### src/rtl/array_mp.sv
// ---------------------------------------------------------------------------
// array_mp -- multi-read-port register array for cache tag/valid/dirty/LRU.
//
// Holds num_sets = 2**s_index entries of `width` bits, each with a valid bit.
// Writes are segment-masked (num_seg segments of width/num_seg bits) and are
// forwarded to any read port addressing the same index in the same cycle.
// A flush request starts a sweep that clears one valid bit per cycle. Data is
// never touched by the sweep.
//
// Ports:
//   clk        rising-edge clock
//   rst        asynchronous active-low reset
//   read       per-port read strobe                  [num_rports]
//   rindex     per-port read index, port p at [p*s_index +: s_index]
//   load       write strobe (ignored while busy)
//   windex     write index
//   wmask      write segment enables                 [num_seg]
//   datain     write data                            [width]
//   flush      request to invalidate every entry
//   dataout    per-port registered read data, port p at [p*width +: width]
//   valid_out  per-port registered valid bit
//   busy       high while a flush sweep is in progress
// ---------------------------------------------------------------------------
module array_mp #(
    parameter int s_index    = 3,
    parameter int width      = 32,
    parameter int num_seg    = 4,
    parameter int num_rports = 2
) (
    input  logic                          clk,
    input  logic                          rst,
    input  logic [num_rports-1:0]         read,
    input  logic [num_rports*s_index-1:0] rindex,
    input  logic                          load,
    input  logic [s_index-1:0]            windex,
    input  logic [num_seg-1:0]            wmask,
    input  logic [width-1:0]              datain,
    input  logic                          flush,
    output logic [num_rports*width-1:0]   dataout,
    output logic [num_rports-1:0]         valid_out,
    output logic                          busy
);

    localparam int num_sets = 2**s_index;
    localparam int seg_w    = width / num_seg;
    localparam logic [s_index-1:0] last_set = s_index'(num_sets - 1);

    typedef enum logic {IDLE, SWEEP} state_t;

    state_t             state, state_next;
    logic [s_index-1:0] ptr, ptr_next;

    logic [width-1:0]    mem [num_sets];
    logic [num_sets-1:0] valid;

    logic             we;      // a write that actually lands this cycle
    logic [width-1:0] merged;  // entry windex after applying the masked write

    assign busy = (state == SWEEP);
    assign we   = load && !busy && (|wmask);

    always_comb begin
        // NOTE: every variable written here gets a default first, so no path
        // leaves it unassigned and no latch is inferred.
        merged = mem[windex];
        for (int k = 0; k < num_seg; k++) begin
            if (wmask[k]) merged[k*seg_w +: seg_w] = datain[k*seg_w +: seg_w];
        end
    end

    // ---------------- flush sequencer ----------------
    always_ff @(posedge clk or negedge rst) begin
        // NOTE: state uses non-blocking assignments so every register samples
        // the pre-edge values regardless of process ordering.
        if (!rst) begin
            state <= IDLE;
            ptr   <= '0;
        end else begin
            state <= state_next;
            ptr   <= ptr_next;
        end
    end

    always_comb begin
        state_next = state;
        ptr_next   = ptr;
        unique case (state)
            IDLE: begin
                if (flush) begin
                    state_next = SWEEP;
                    ptr_next   = '0;
                end
            end
            SWEEP: begin
                // Flush requests are ignored here; the sweep never restarts.
                ptr_next = ptr + 1'b1;
                if (ptr == last_set) state_next = IDLE;
            end
            default: state_next = IDLE;
        endcase
    end

    // ---------------- storage ----------------
    always_ff @(posedge clk or negedge rst) begin
        if (!rst) begin
            // NOTE: the array contents are architecturally zero after reset,
            // so the storage is reset like ordinary flops, not left as RAM.
            for (int i = 0; i < num_sets; i++) mem[i] <= '0;
            valid <= '0;
        end else begin
            if (we) begin
                mem[windex]   <= merged;
                valid[windex] <= 1'b1;
            end
            // Writes are blocked while sweeping, so these never collide.
            if (busy) valid[ptr] <= 1'b0;
        end
    end

    // ---------------- read ports ----------------
    for (genvar p = 0; p < num_rports; p++) begin : g_port
        logic [s_index-1:0] rd_idx;
        assign rd_idx = rindex[p*s_index +: s_index];

        always_ff @(posedge clk or negedge rst) begin
            if (!rst) begin
                dataout[p*width +: width] <= '0;
                valid_out[p]              <= 1'b0;
            end else if (read[p]) begin
                if (we && (rd_idx == windex)) begin
                    // Write-to-read bypass: the merged word is what the entry
                    // holds after this edge, and it is now valid.
                    dataout[p*width +: width] <= merged;
                    valid_out[p]              <= 1'b1;
                end else begin
                    // The entry being cleared this cycle already reads as
                    // invalid.
                    dataout[p*width +: width] <= mem[rd_idx];
                    valid_out[p]              <= valid[rd_idx] &&
                                                 !(busy && (rd_idx == ptr));
                end
            end
        end
    end

endmodule

### config.mk
export PLATFORM = sky130hd
export DESIGN_NAME = array_mp
export DESIGN_NICKNAME = d
export VERILOG_FILES = /design/src/rtl/array_mp.sv
export SDC_FILE = /design/constraint.sdc
export NUM_CORES = 1
export LEC_CHECK = 0
export ABC_AREA = 1
export BUFFER_PORTS_ARGS = -buffer_cell sky130_fd_sc_hd__buf_2
export CAP_MARGIN = 20
export CELL_PAD_IN_SITES_DETAIL_PLACEMENT = 0
export CELL_PAD_IN_SITES_GLOBAL_PLACEMENT = 2
export CORE_MARGIN = 10
export CORE_UTILIZATION = 35
export DETAILED_ROUTE_END_ITERATION = 8
export PLACE_DENSITY_LB_ADDON = 0.08
export SLEW_MARGIN = 25
export SYNTH_ARGS = -nofsm -noshare
export SYNTH_HDL_FRONTEND = slang
export SYNTH_SLANG_ARGS = --single-unit
### constraint.sdc
create_clock -name clk -period 2.2 [get_ports clk]
set_input_delay 0.33 -clock clk [delete_from_list [all_inputs] [get_ports clk]]
set_output_delay 0.33 -clock clk [all_outputs]
set_load 0.03 [all_outputs]
# Word-level counts from Yosys, hierarchy flattened
# Cells that the tools add are included.
# classes
reduce_logical	15
magnitude_cmp	10
mux	35
n_addsub	1
n_eq_ne	6
bitwise_logic	7
# op_table
operator	count
32-bit binary-select mux with 3-bit select	3
32-bit two-way mux	9
256-bit bitwise mux	1
32-bit demux with 3-bit select	1
8-bit two-way mux	6
3-bit by 4-bit less-than comparator with 1-bit output (second input constant)	4
3-bit equality test	4
4-bit >= comparator (second input constant)	3
3-bit NOT with 4-bit output	3
1-bit logical AND	11
8-bit AND	1
1-bit two-way mux	8
8-bit NOT	1
8-bit OR	1
1-bit binary-select mux with 3-bit select	2
1-bit demux with 3-bit select	2
3-bit by 1-bit >= comparator with 1-bit output (second input constant)	2
3-bit one-hot mux with 2 select lines	1
4-bit by 1-bit less-than comparator with 1-bit output (second input constant)	1
4-bit OR reduction	1
3-bit by 1-bit adder with 3-bit output (second input constant)	1
3-bit equality test (second input constant)	1
1-bit zero test	3
3-bit two-way mux	1
other kinds (3)	3
# word_totals
word_cells	89
regBits	334

# Logic depth before layout (Yosys ltp)
# Gate-level depths: netlist (run 1).
# logic_depth
depth_word	8
depth_mapped	13

# Worst setup path before layout (run 1)
# No wires, ideal clock.
# synth_timing
kind	register to register
startpoint	register state (netlist: busy)
endpoint	register mem[7] (netlist bit)
setup_time_ns	0.135
stages_incl_launch_ff	11
t_required_ns	2.065
path_buffers	2
slack_ns	0.496
arrival_time_ns	1.568
cell_sequence	dfrtp_1 -> inv_2 -> nand2_1 -> a21oi_2 -> inv_4 -> nor2_4 -> nand2_1 -> buf_2 -> buf_2 -> nand2_1 -> o21ai_0
# synth_between
elab_chain_len	3
# synth_rtl
item	line	rtl
start: declaration	50	state_t state, state_next;
start signal: assignment	79	state <= state_next;
1-bit zero test	60	assign we = load && !busy && (|wmask);
1-bit logical AND (2 in a row)	60	
end signal: indexed assignment	112	mem[windex] <= merged;
end: declaration	53	logic [width-1:0] mem [num_sets];
# No other way between the ends.
# A chain may end at the register's enable or synchronous reset.

# Worst setup path in the final report (run 1)
# layout_timing
startpoint	register state (netlist: busy)
endpoint	register dataout[43]
# layout_between
elab_chain_len	5
# layout_rtl
item	line	rtl
1-bit zero test	60	
1-bit logical AND (2 in a row)	60	
1-bit logical AND	130	if (we && (rd_idx == windex)) begin
32-bit two-way mux	130	
end signal: indexed assignment	133	dataout[p*width +: width] <= merged;
end signal: indexed assignment	138	dataout[p*width +: width] <= mem[rd_idx];
end: declaration	39	output logic [num_rports*width-1:0] dataout,
# No other way between the ends.

==> flow_summary.html, run 1 <==
<table>
<tr><th>Metric</th><th>Value</th></tr>
<tr><th colspan="2">Clock tree</th></tr>
<tr><td>Post-CTS resize count</td><td>0</td></tr>
<tr><td>Total clock sinks</td><td>334</td></tr>
<tr><td>CTS clk-pin slew, worst paths</td><td>0.06 ns</td></tr>
<tr><td>Clock Latency Late Sink</td><td>0.59 ns</td></tr>
<tr><td>CTS tree</td><td>done</td></tr>
<tr><td>Root buf cell</td><td>sky130_fd_sc_hd__clkbuf_16</td></tr>
<tr><td>Deepest clock path buffer count</td><td>3</td></tr>
<tr><td>CTS buffer count</td><td>45</td></tr>
<tr><td>CTS H-Tree Depth</td><td>2</td></tr>
<tr><th colspan="2">Power</th></tr>
<tr><td>Peak supply drop</td><td>0.891 mV</td></tr>
<tr><td>Power Density</td><td>983 mW/mm^2</td></tr>
<tr><td>Leakage power</td><td>11.5 nW</td></tr>
<tr><th colspan="2">Detailed routing</th></tr>
<tr><td>Count of nets left with antenna violations after detail routing</td><td>0</td></tr>
<tr><td>Routed length per placed instance</td><td>22.4 um</td></tr>
<tr><td>Wirelength, routed</td><td>87500 um</td></tr>
<tr><td>Via count</td><td>20920</td></tr>
<tr><td>1st-pass router iterations</td><td>5</td></tr>
<tr><td># DRC</td><td>0</td></tr>
<tr><td>Vias per inst</td><td>5.36</td></tr>
<tr><td>First DRT Iteration DRCs</td><td>1982</td></tr>
<tr><th colspan="2">Timing</th></tr>
<tr><td>Minimum clock period after layout</td><td>1.99 ns</td></tr>
<tr><td>RSZ-0062 raised after global routing</td><td>false</td></tr>
<tr><td>Relative max-transition margin</td><td>0.522</td></tr>
<tr><td>Worst Slack Setup Final</td><td>0.207 ns</td></tr>
<tr><td>Max-slew violation count</td><td>0</td></tr>
<tr><td>Final number of setup-violating endpoints</td><td>0</td></tr>
<tr><td>Total count of hold-check failures in the final report</td><td>0</td></tr>
<tr><td>Clock Skews</td><td>0.0238 ns</td></tr>
<tr><td>Worst Tran Pin Value</td><td>0.715 ns</td></tr>
<tr><td>Post-route fraction of the period consumed by the critical path</td><td>0.906</td></tr>
<tr><td>Max frequency</td><td>502 MHz</td></tr>
<tr><th colspan="2">Floorplanning</th></tr>
<tr><td>IO Pins</td><td>118</td></tr>
<tr><td>Horiz. Die Dim</td><td>263 um</td></tr>
<tr><td>Starting density of the core</td><td>0.356</td></tr>
<tr><td>Std cell rows</td><td>88</td></tr>
<tr><td>Die Y</td><td>263 um</td></tr>
<tr><td>Area of the die</td><td>0.0691 mm^2</td></tr>
<tr><td>Area of the core region</td><td>0.0580 mm^2</td></tr>
<tr><th colspan="2">Cells and area</th></tr>
<tr><td>Fill cells</td><td>6113</td></tr>
<tr><td>Post-layout net count</td><td>3160</td></tr>
<tr><td>Antenna Cells</td><td>0</td></tr>
<tr><td>Leading cell type in the layout, fill and taps excluded</td><td>sky130_fd_sc_hd__nand2_1</td></tr>
<tr><td>Top library cells by usage in the layout, fill and taps aside</td><td>1046 x sky130_fd_sc_hd__nand2_1, 334 x sky130_fd_sc_hd__dfrtp_1, 273 x sky130_fd_sc_hd__nand3_1, 236 x sky130_fd_sc_hd__o21ai_0, 219 x sky130_fd_sc_hd__o21ai_1</td></tr>
<tr><td>Synthesis-to-finish area growth</td><td>16.9%</td></tr>
<tr><td>Fraction of final layout cells sized beyond drive strength 1</td><td>0.131</td></tr>
<tr><td>Fraction of the core area covered by cells at the end of the flow</td><td>0.416</td></tr>
<tr><td>Final design area excluding fillers</td><td>0.0241 mm^2</td></tr>
<tr><th colspan="2">Logic synthesis</th></tr>
<tr><td>EDFF count, synth</td><td>0</td></tr>
<tr><td>Synth Register Bits</td><td>334</td></tr>
<tr><td>Cell taking the most area after synthesis</td><td>sky130_fd_sc_hd__dfrtp_1</td></tr>
<tr><td>Syn avg cell area</td><td>6.77 um^2</td></tr>
<tr><td>Cell variety after synth</td><td>31</td></tr>
<tr><td>Share of synthesized area occupied by flip-flops and latches</td><td>0.405</td></tr>
<tr><td>Top post-synthesis cells by area</td><td>sky130_fd_sc_hd__dfrtp_1 41%, sky130_fd_sc_hd__nand2_1 19%, sky130_fd_sc_hd__nand3_1 6.6%</td></tr>
<tr><td>Synthesis Warnings</td><td>0</td></tr>
<tr><td>Most frequently used flop master after synthesis</td><td>sky130_fd_sc_hd__dfrtp_1</td></tr>
<tr><td>Number of instances in the synthesized netlist</td><td>3050</td></tr>
<tr><td>Area fraction of the dominant cell type after synthesis</td><td>0.405</td></tr>
<tr><td>Post-synth net total</td><td>3103</td></tr>
<tr><td>Ys async rst share</td><td>1.00</td></tr>
<tr><td>Netlist area before placement</td><td>0.0206 mm^2</td></tr>
<tr><th colspan="2">Placed design</th></tr>
<tr><td>Worst setup slack after placement</td><td>-0.0698 ns</td></tr>
<tr><td>Placed instance area</td><td>0.0226 mm^2</td></tr>
<tr><td>Placer Congestion</td><td>0.835</td></tr>
<tr><td>Dpl hpwl</td><td>53500 um</td></tr>
<tr><td>IO Port Bufs</td><td>117</td></tr>
<tr><th colspan="2">Global routing</th></tr>
<tr><td>Antenna violations before repair</td><td>2</td></tr>
<tr><td>Total gr overflow</td><td>0</td></tr>
<tr><td>Largest net degree at the start of global routing</td><td>97</td></tr>
<tr><td>Wire length of the first global-routing pass</td><td>132000 um</td></tr>
<tr><td>Total global routing track utilization</td><td>0.247</td></tr>
<tr><td>Vias in the first global route</td><td>19979</td></tr>
<tr><th colspan="2">Min path</th></tr>
<tr><td>Class of the tightest hold or removal check</td><td>in -&gt; reg</td></tr>
<tr><th colspan="2">Status</th></tr>
<tr><td>Run status</td><td>completed</td></tr>
<tr><th colspan="2">Critical path</th></tr>
<tr><td>Required time of the worst setup path</td><td>2.72 ns</td></tr>
<tr><td>Max stage delay cell, worst path</td><td>sky130_fd_sc_hd__nor3_4</td></tr>
<tr><td>Worst Path Max Fanout</td><td>7</td></tr>
<tr><td>Register-to-register setup slack</td><td>0.21 ns</td></tr>
<tr><td>CP delay by family, top</td><td>simple AND/OR/NAND/NOR gates</td></tr>
<tr><td>CP dominant cell by count</td><td>sky130_fd_sc_hd__nand3_1</td></tr>
<tr><td>Buffers and inverters on the worst path</td><td>4</td></tr>
<tr><td>Critical Path Start Type</td><td>flop</td></tr>
<tr><td>CP cell instances</td><td>inv_2 &gt; nand2_1 &gt; a21oi_2 &gt; inv_4 &gt; nor3_4 &gt; buf_8 &gt; buf_4 &gt; nand3_1 &gt; nand3_1</td></tr>
<tr><td>Critical setup path kind</td><td>reg -&gt; reg</td></tr>
<tr><td>Critical path arrival</td><td>2.51 ns</td></tr>
<tr><td>Stage delay of the slowest cell on the critical path</td><td>0.60 ns</td></tr>
<tr><td>Critical Path Sink Type</td><td>flop</td></tr>
<tr><th colspan="2">Flow run</th></tr>
<tr><td>Max capacitance violation total</td><td>0</td></tr>
</table>
## worst reg2reg max path, stage by stage, from the launching register on
cell                      delay (ns)
sky130_fd_sc_hd__dfrtp_1        0.40
sky130_fd_sc_hd__inv_2          0.06
sky130_fd_sc_hd__nand2_1        0.07
sky130_fd_sc_hd__a21oi_2        0.19
sky130_fd_sc_hd__inv_4          0.06
sky130_fd_sc_hd__nor3_4         0.60
sky130_fd_sc_hd__buf_8          0.24
sky130_fd_sc_hd__buf_4          0.18
sky130_fd_sc_hd__nand3_1        0.08
sky130_fd_sc_hd__nand3_1        0.07
## final timing paths
check,from,endpoint,depth (start not counted)
hold / removal,read[1],valid_out[1]$_DFFE_PN0P_,3
setup / recovery,busy$_DFF_PN0_,dataout[43]$_DFFE_PN0P_,9
hold reg to reg,dataout[48]$_DFFE_PN0P_,dataout[48]$_DFFE_PN0P_,2
setup reg to reg,busy$_DFF_PN0_,dataout[43]$_DFFE_PN0P_,9
max in group asynchronous,rst,mem[209]$_DFFE_PN0P_,3
min in group asynchronous,rst,valid[3]$_DFF_PN0_,2
## report_power, final
group	total, mW	internal (mW)	switching (mW)
Clock	7.51	4.52	2.99
Combinational	6.80	2.42	4.37
Sequential	9.40	7.84	1.56
## flip-flops by register name, summed over array words and instances (netlist names)
register,count
busy,1
dataout,64
mem,256
ptr,3
valid,8
valid_out,2
## synth_stat cells, types with 8 or more instances
master,count
sky130_fd_sc_hd__clkbuf_1,79
sky130_fd_sc_hd__nand3_1,273
sky130_fd_sc_hd__buf_1,16
sky130_fd_sc_hd__or2_2,38
sky130_fd_sc_hd__a21oi_1,123
sky130_fd_sc_hd__dfrtp_1,334
sky130_fd_sc_hd__buf_6,8
sky130_fd_sc_hd__o21ai_1,219
sky130_fd_sc_hd__nor2_1,188
sky130_fd_sc_hd__o22ai_1,9
sky130_fd_sc_hd__o21ai_0,236
sky130_fd_sc_hd__inv_1,193
sky130_fd_sc_hd__nand2_2,36
sky130_fd_sc_hd__o211ai_1,83
sky130_fd_sc_hd__nand2_1,1051
sky130_fd_sc_hd__buf_4,12
sky130_fd_sc_hd__buf_2,106
## timing repair
| action | in CTS | in global routing |
|---|---|---|
| endpoints found under the hold margin | 43 | 0 |
| setup endpoints to repair | 0 | 0 |
| hold buffers | 2 | 0 |
| buffers inserted | 0 | 0 |
## routing by layer
| metal | part of all wire | vias to the layer above | track usage |
|---|---|---|---|
| li1 | - | 10036 | - |
| met4 | 0.021 | 0 | 0.0597 |
| met3 | 0.060 | 98 | 0.0283 |
| met1 | 0.47 | 10027 | 0.349 |
| met2 | 0.45 | 759 | 0.394 |
| met5 | 0 | - | 0 |
## final cells by class
| class | count | area (um^2) | share of cell area |
|---|---|---|---|
| inverters | 202 | 766 | 0.0317 |
| multi-input cells | 2293 | 10500 | 0.434 |
| clock inverters | 10 | 108 | 0.00446 |
| clock buffers | 69 | 1380 | 0.0572 |
| flip-flops and latches | 334 | 8360 | 0.346 |
| repair buffers | 231 | 2090 | 0.0866 |
| well taps | 765 | 957 | 0.0397 |
## through the flow
stage	TNS, ns	cells	power, mW	hold slack [ns]
3_5_place_dp	-4.04	3823	16.2	0.315
4_1_cts	0	3904	23.9	0.0173
3_3_place_gp	-3.10	3822	16.1	0.311
5_1_grt	0	3904	25.3	0.0474
6_report	0	3904	23.7	0.0413
2_1_floorplan	0	3050	13.8	0.0344
## kinds of logic after synthesis
family / Yosys count / synth area share
compound gates: 685 / 0.181
xor+xnor: 8 / 0.00376
fa+ha+maj: 2 / 0.00121
buf+inv: 423 / 0.0887
flops: 334 / 0.405
simple gates: 1598 / 0.320
No activity file was read; power rests on OpenSTA's default activity.
==> run 2, diff against run 1 <==
Settings changed: ABC_AREA 1 to 0.
==> flow_summary.html, run 2 <==
<table>
<tr><th>Metric</th><th>Value</th></tr>
<tr><th colspan="2">Cells and area</th></tr>
<tr><td>Fraction of final layout cells sized beyond drive strength 1</td><td>0.340 (+0.209)</td></tr>
<tr><td>Final standard cell count with taps included and fillers excluded</td><td>2738 (-30%)</td></tr>
<tr><td>Post-layout net count</td><td>1991 (-37%)</td></tr>
<tr><td>Final design area excluding fillers</td><td>0.0247 mm^2 (+2.4%)</td></tr>
<tr><td>Synthesis-to-finish area growth</td><td>21.0%</td></tr>
<tr><td>Top library cells by usage in the layout, fill and taps aside</td><td>334 x sky130_fd_sc_hd__dfrtp_1, 181 x sky130_fd_sc_hd__nand2_1, 148 x sky130_fd_sc_hd__mux4_2, 128 x sky130_fd_sc_hd__mux2i_1, 120 x sky130_fd_sc_hd__o21ai_0</td></tr>
<tr><td>Largest regs</td><td>mem (256), dataout (64), valid (8)</td></tr>
<tr><td>Leading cell type in the layout, fill and taps excluded</td><td>sky130_fd_sc_hd__dfrtp_1</td></tr>
<tr><td>Max FFs per register</td><td>256 (unchanged)</td></tr>
<tr><td>Fill cells</td><td>5536 (-9.4%)</td></tr>
<tr><td>Antenna Cells</td><td>0 (unchanged)</td></tr>
<tr><td>Register bank with the most flops</td><td>mem</td></tr>
<tr><th colspan="2">Flow run</th></tr>
<tr><td>Max capacitance violation total</td><td>0 (unchanged)</td></tr>
<tr><th colspan="2">Clock tree</th></tr>
<tr><td>CTS tree</td><td>done</td></tr>
<tr><td>CTS clk-pin slew, worst paths</td><td>0.07 ns (about the same)</td></tr>
<tr><td>Root buf cell</td><td>sky130_fd_sc_hd__clkbuf_16</td></tr>
<tr><td>Deepest clock path buffer count</td><td>3 (unchanged)</td></tr>
<tr><td>Total clock sinks</td><td>334 (unchanged)</td></tr>
<tr><td>Post-CTS resize count</td><td>0 (unchanged)</td></tr>
<tr><td>Clock Latency Late Sink</td><td>0.59 ns (about the same)</td></tr>
<tr><td>CTS H-Tree Depth</td><td>2 (unchanged)</td></tr>
<tr><td>CTS buffer count</td><td>43 (-4.4%)</td></tr>
<tr><th colspan="2">Floorplanning</th></tr>
<tr><td>Std cell rows</td><td>88 (unchanged)</td></tr>
<tr><td>Area of the core region</td><td>0.0577 mm^2 (-0.57%)</td></tr>
<tr><td>Starting density of the core</td><td>0.354 (-0.00176)</td></tr>
<tr><td>Area of the die</td><td>0.0684 mm^2 (-0.98%)</td></tr>
<tr><td>Horiz. Die Dim</td><td>262 um (-0.49%)</td></tr>
<tr><td>IO Pins</td><td>118 (unchanged)</td></tr>
<tr><td>Die Y</td><td>262 um (-0.49%)</td></tr>
<tr><th colspan="2">Detailed routing</th></tr>
<tr><td>Vias per inst</td><td>5.69 (+6.2%)</td></tr>
<tr><td>Count of nets left with antenna violations after detail routing</td><td>0 (unchanged)</td></tr>
<tr><td>1st-pass router iterations</td><td>6 (+1)</td></tr>
<tr><td># DRC</td><td>0 (unchanged)</td></tr>
<tr><td>Routed length per placed instance</td><td>27.7 um (+24%)</td></tr>
<tr><td>Via count</td><td>15588 (-25%)</td></tr>
<tr><td>First DRT Iteration DRCs</td><td>1257 (-37%)</td></tr>
<tr><td>Wirelength, routed</td><td>75800 um (-13%)</td></tr>
<tr><th colspan="2">Placed design</th></tr>
<tr><td>Placer Congestion</td><td>0.812 (-2.8%)</td></tr>
<tr><td>Worst setup slack after placement</td><td>-0.191 ns (-0.121 ns)</td></tr>
<tr><td>DP Cell Count</td><td>2656 (-31%)</td></tr>
<tr><td>Dpl hpwl</td><td>48100 um (-10%)</td></tr>
<tr><td>IO Port Bufs</td><td>117 (unchanged)</td></tr>
<tr><td>Placed instance area</td><td>0.0232 mm^2 (+2.5%)</td></tr>
<tr><th colspan="2">Logic synthesis</th></tr>
<tr><td>Cell variety after synth</td><td>52 (+68%)</td></tr>
<tr><td>Share of synthesized area occupied by flip-flops and latches</td><td>0.409 (+0.00434)</td></tr>
<tr><td>Top post-synthesis cells by area</td><td>sky130_fd_sc_hd__dfrtp_1 41%, sky130_fd_sc_hd__mux4_2 16%, sky130_fd_sc_hd__mux2i_1 6.3%</td></tr>
<tr><td>Synthesis Warnings</td><td>0 (unchanged)</td></tr>
<tr><td>Post-synth net total</td><td>1831 (-41%)</td></tr>
<tr><td>Most frequently used flop master after synthesis</td><td>sky130_fd_sc_hd__dfrtp_1</td></tr>
<tr><td>Area fraction of the dominant cell type after synthesis</td><td>0.409 (+0.00434)</td></tr>
<tr><td>EDFF count, synth</td><td>0 (unchanged)</td></tr>
<tr><td>Cell taking the most area after synthesis</td><td>sky130_fd_sc_hd__dfrtp_1</td></tr>
<tr><td>Most common cell in the netlist</td><td>sky130_fd_sc_hd__dfrtp_1</td></tr>
<tr><td>Number of instances in the synthesized netlist</td><td>1778 (-42%)</td></tr>
<tr><td>Synth Register Bits</td><td>334 (unchanged)</td></tr>
<tr><td>Leading post-synthesis cells by instance count</td><td>334 x sky130_fd_sc_hd__dfrtp_1, 181 x sky130_fd_sc_hd__nand2_1, 148 x sky130_fd_sc_hd__mux4_2</td></tr>
<tr><td>Ys async rst share</td><td>1.00 (unchanged)</td></tr>
<tr><td>Syn avg cell area</td><td>11.5 um^2 (+70%)</td></tr>
<tr><td>Netlist area before placement</td><td>0.0204 mm^2 (-1.1%)</td></tr>
<tr><th colspan="2">Critical path</th></tr>
<tr><td>Required time of the worst setup path</td><td>2.70 ns (-0.02 ns)</td></tr>
<tr><td>Critical Path Sink Type</td><td>flop</td></tr>
<tr><td>Max stage delay cell, worst path</td><td>sky130_fd_sc_hd__dfrtp_1</td></tr>
<tr><td>Buffers and inverters on the worst path</td><td>3 (-1)</td></tr>
<tr><td>CP cell instances</td><td>nor2b_1 &gt; buf_4 &gt; nand2_2 &gt; nor4_4 &gt; buf_4 &gt; buf_4 &gt; mux2i_1</td></tr>
<tr><td>CP dominant cell by count</td><td>sky130_fd_sc_hd__buf_4</td></tr>
<tr><td>Stage delay of the slowest cell on the critical path</td><td>0.37 ns (-0.23 ns)</td></tr>
<tr><td>Critical path arrival</td><td>2.51 ns (about the same)</td></tr>
<tr><td>Critical Path Start Type</td><td>flop</td></tr>
<tr><td>Worst Path Max Fanout</td><td>11 (+4)</td></tr>
<tr><td>Critical setup path kind</td><td>reg -&gt; reg</td></tr>
<tr><td>Register-to-register setup slack</td><td>0.19 ns (-0.02 ns)</td></tr>
<tr><td>CP delay by family, top</td><td>buffers and inverters</td></tr>
<tr><th colspan="2">Global routing</th></tr>
<tr><td>Antenna violations before repair</td><td>1 (-1)</td></tr>
<tr><td>Total gr overflow</td><td>0 (unchanged)</td></tr>
<tr><td>Total global routing track utilization</td><td>0.224 (-0.0227)</td></tr>
<tr><td>Vias in the first global route</td><td>16241 (-19%)</td></tr>
<tr><td>Largest net degree at the start of global routing</td><td>64 (-34%)</td></tr>
<tr><td>Wire length of the first global-routing pass</td><td>113000 um (-14%)</td></tr>
<tr><th colspan="2">Timing</th></tr>
<tr><td>Worst Tran Pin Value</td><td>0.773 ns (+0.0580 ns)</td></tr>
<tr><td>Accumulated negative setup slack</td><td>0 ns (unchanged)</td></tr>
<tr><td>Total count of hold-check failures in the final report</td><td>0 (unchanged)</td></tr>
<tr><td>Clock Skews</td><td>0.0115 ns (-0.0123 ns)</td></tr>
<tr><td>Max frequency</td><td>498 MHz (-0.82%)</td></tr>
<tr><td>RSZ-0062 raised after global routing</td><td>false</td></tr>
<tr><td>Final-layout worst hold slack</td><td>0.225 ns (+0.184 ns)</td></tr>
<tr><td>Relative max-transition margin</td><td>0.485 (-0.0371)</td></tr>
<tr><td>Worst Slack Setup Final</td><td>0.191 ns (-0.0166 ns)</td></tr>
<tr><td>Minimum clock period after layout</td><td>2.01 ns (+0.0166 ns)</td></tr>
<tr><td>Max-slew violation count</td><td>0 (unchanged)</td></tr>
<tr><td>Final number of setup-violating endpoints</td><td>0 (unchanged)</td></tr>
<tr><td>Post-route fraction of the period consumed by the critical path</td><td>0.913 (+0.00753)</td></tr>
<tr><th colspan="2">Power</th></tr>
<tr><td>Fraction of power consumed by the clock network</td><td>0.290 (-0.027)</td></tr>
<tr><td>Switching power</td><td>9.18 mW (+3.0%)</td></tr>
<tr><td>Part of the total power dissipated in combinational logic</td><td>0.318 (+0.031)</td></tr>
<tr><td>Internal power of the cells</td><td>16.9 mW (+14%)</td></tr>
<tr><td>Switching power as a share of total power</td><td>0.352 (-0.0243)</td></tr>
<tr><td>Peak supply drop</td><td>0.536 mV (-40%)</td></tr>
<tr><td>Leakage power</td><td>10.5 nW (-8.4%)</td></tr>
<tr><td>Power Density</td><td>1060 mW/mm^2 (+7.5%)</td></tr>
<tr><td>Seq pwr share</td><td>0.391 (-0.006)</td></tr>
<tr><th colspan="2">Min path</th></tr>
<tr><td>Class of the tightest hold or removal check</td><td>in -&gt; reg</td></tr>
<tr><th colspan="2">Status</th></tr>
<tr><td>Run status</td><td>completed</td></tr>
</table>
-- run 2: cell types whose count changed after synthesis, sizes merged, moves of 56 or more --
| cell | before | now |
|---|---|---|
| nand2 | 1087 | 183 |
| o21ai | 455 | 132 |
| nand3 | 274 | 6 |
| mux4 | 0 | 148 |
| mux2i | 0 | 128 |
| nor2 | 196 | 72 |
| inv | 202 | 87 |
| a21oi | 124 | 24 |
| mux2 | 0 | 98 |
| o211ai | 83 | 2 |
| a211oi | 0 | 65 |
| nand2b | 0 | 56 |
-- run 2: worst reg2reg max path, stage by stage (launching register included) --
cell,delay (ns)
sky130_fd_sc_hd__dfrtp_1,0.37
sky130_fd_sc_hd__nor2b_1,0.13
sky130_fd_sc_hd__buf_4,0.20
sky130_fd_sc_hd__nand2_2,0.19
sky130_fd_sc_hd__nor4_4,0.27
sky130_fd_sc_hd__buf_4,0.35
sky130_fd_sc_hd__buf_4,0.20
sky130_fd_sc_hd__mux2i_1,0.21
-- run 2: logic make-up after synthesis --
| logic type | share of synthesized area |
|---|---|
| AO/OA/AOI/OAI | 0.155 |
| XOR/XNOR | 0.00429 |
| adder cells (fa/ha/maj) | 0.00123 |
| buffers and inverters | 0.0559 |
| flip-flops | 0.409 |
| multiplexers | 0.280 |
| AND/OR/NAND/NOR | 0.0937 |
-- run 2: layout make-up --
type | count | area [um^2] | share of cell area
multi-input combinational | 1189 | 11000 | 0.444
sequential | 334 | 8360 | 0.338
timing repair buffer | 282 | 2590 | 0.105
clock buffer | 63 | 1250 | 0.0507
tap | 765 | 957 | 0.0388
inverter | 88 | 330 | 0.0134
clock inverter | 17 | 251 | 0.0102
-- run 2: power by group through the flow --
stage | clock network (mW) | logic [mW] | registers [mW]
CTS | 7.79 | 8.40 | 10.2
global route | 8.04 | 9.12 | 10.5
finish | 7.58 | 8.31 | 10.2
global placement | 0 | 8.26 | 10.2
floorplan | 0 | 5.33 | 10.3
detailed placement | 0 | 8.36 | 10.3
-- run 2: repair_timing --
item,CTS,global route
setup buffers,0,0
hold endpoints to repair,39,0
hold buffers,2,0
-- run 2: final timing paths --
kind                                           end  cells past startpoint               start
max                           mem[250]$_DFFE_PN0P_                      7      busy$_DFF_PN0_
min                           mem[145]$_DFFE_PN0P_                      4          datain[17]
max reg2reg                   mem[250]$_DFFE_PN0P_                      7      busy$_DFF_PN0_
min reg2reg                     valid[1]$_DFF_PN0_                      1  valid[1]$_DFF_PN0_
max in group asynchronous      mem[56]$_DFFE_PN0P_                      3                 rst
min in group asynchronous  dataout[42]$_DFFE_PN0P_                      2                 rst
-- run 2: through the flow --
step / power (mW) / utilization
3_5_place_dp: 18.6 / 0.402
2_1_floorplan: 15.6 / -
3_3_place_gp: 18.5 / 0.402
4_1_cts: 26.4 / 0.428
6_report: 26.1 / 0.428
5_1_grt: 27.7 / 0.428
-- run 2: routing by layer --
layer	wire, um	track usage	vias up	share of wire
li1	-	-	6940	-
met1	33400	0.301	8081	0.44
met2	36800	0.370	446	0.49
met3	3560	0.0353	121	0.047
met4	2060	0.0628	0	0.027
met5	0	0	-	0
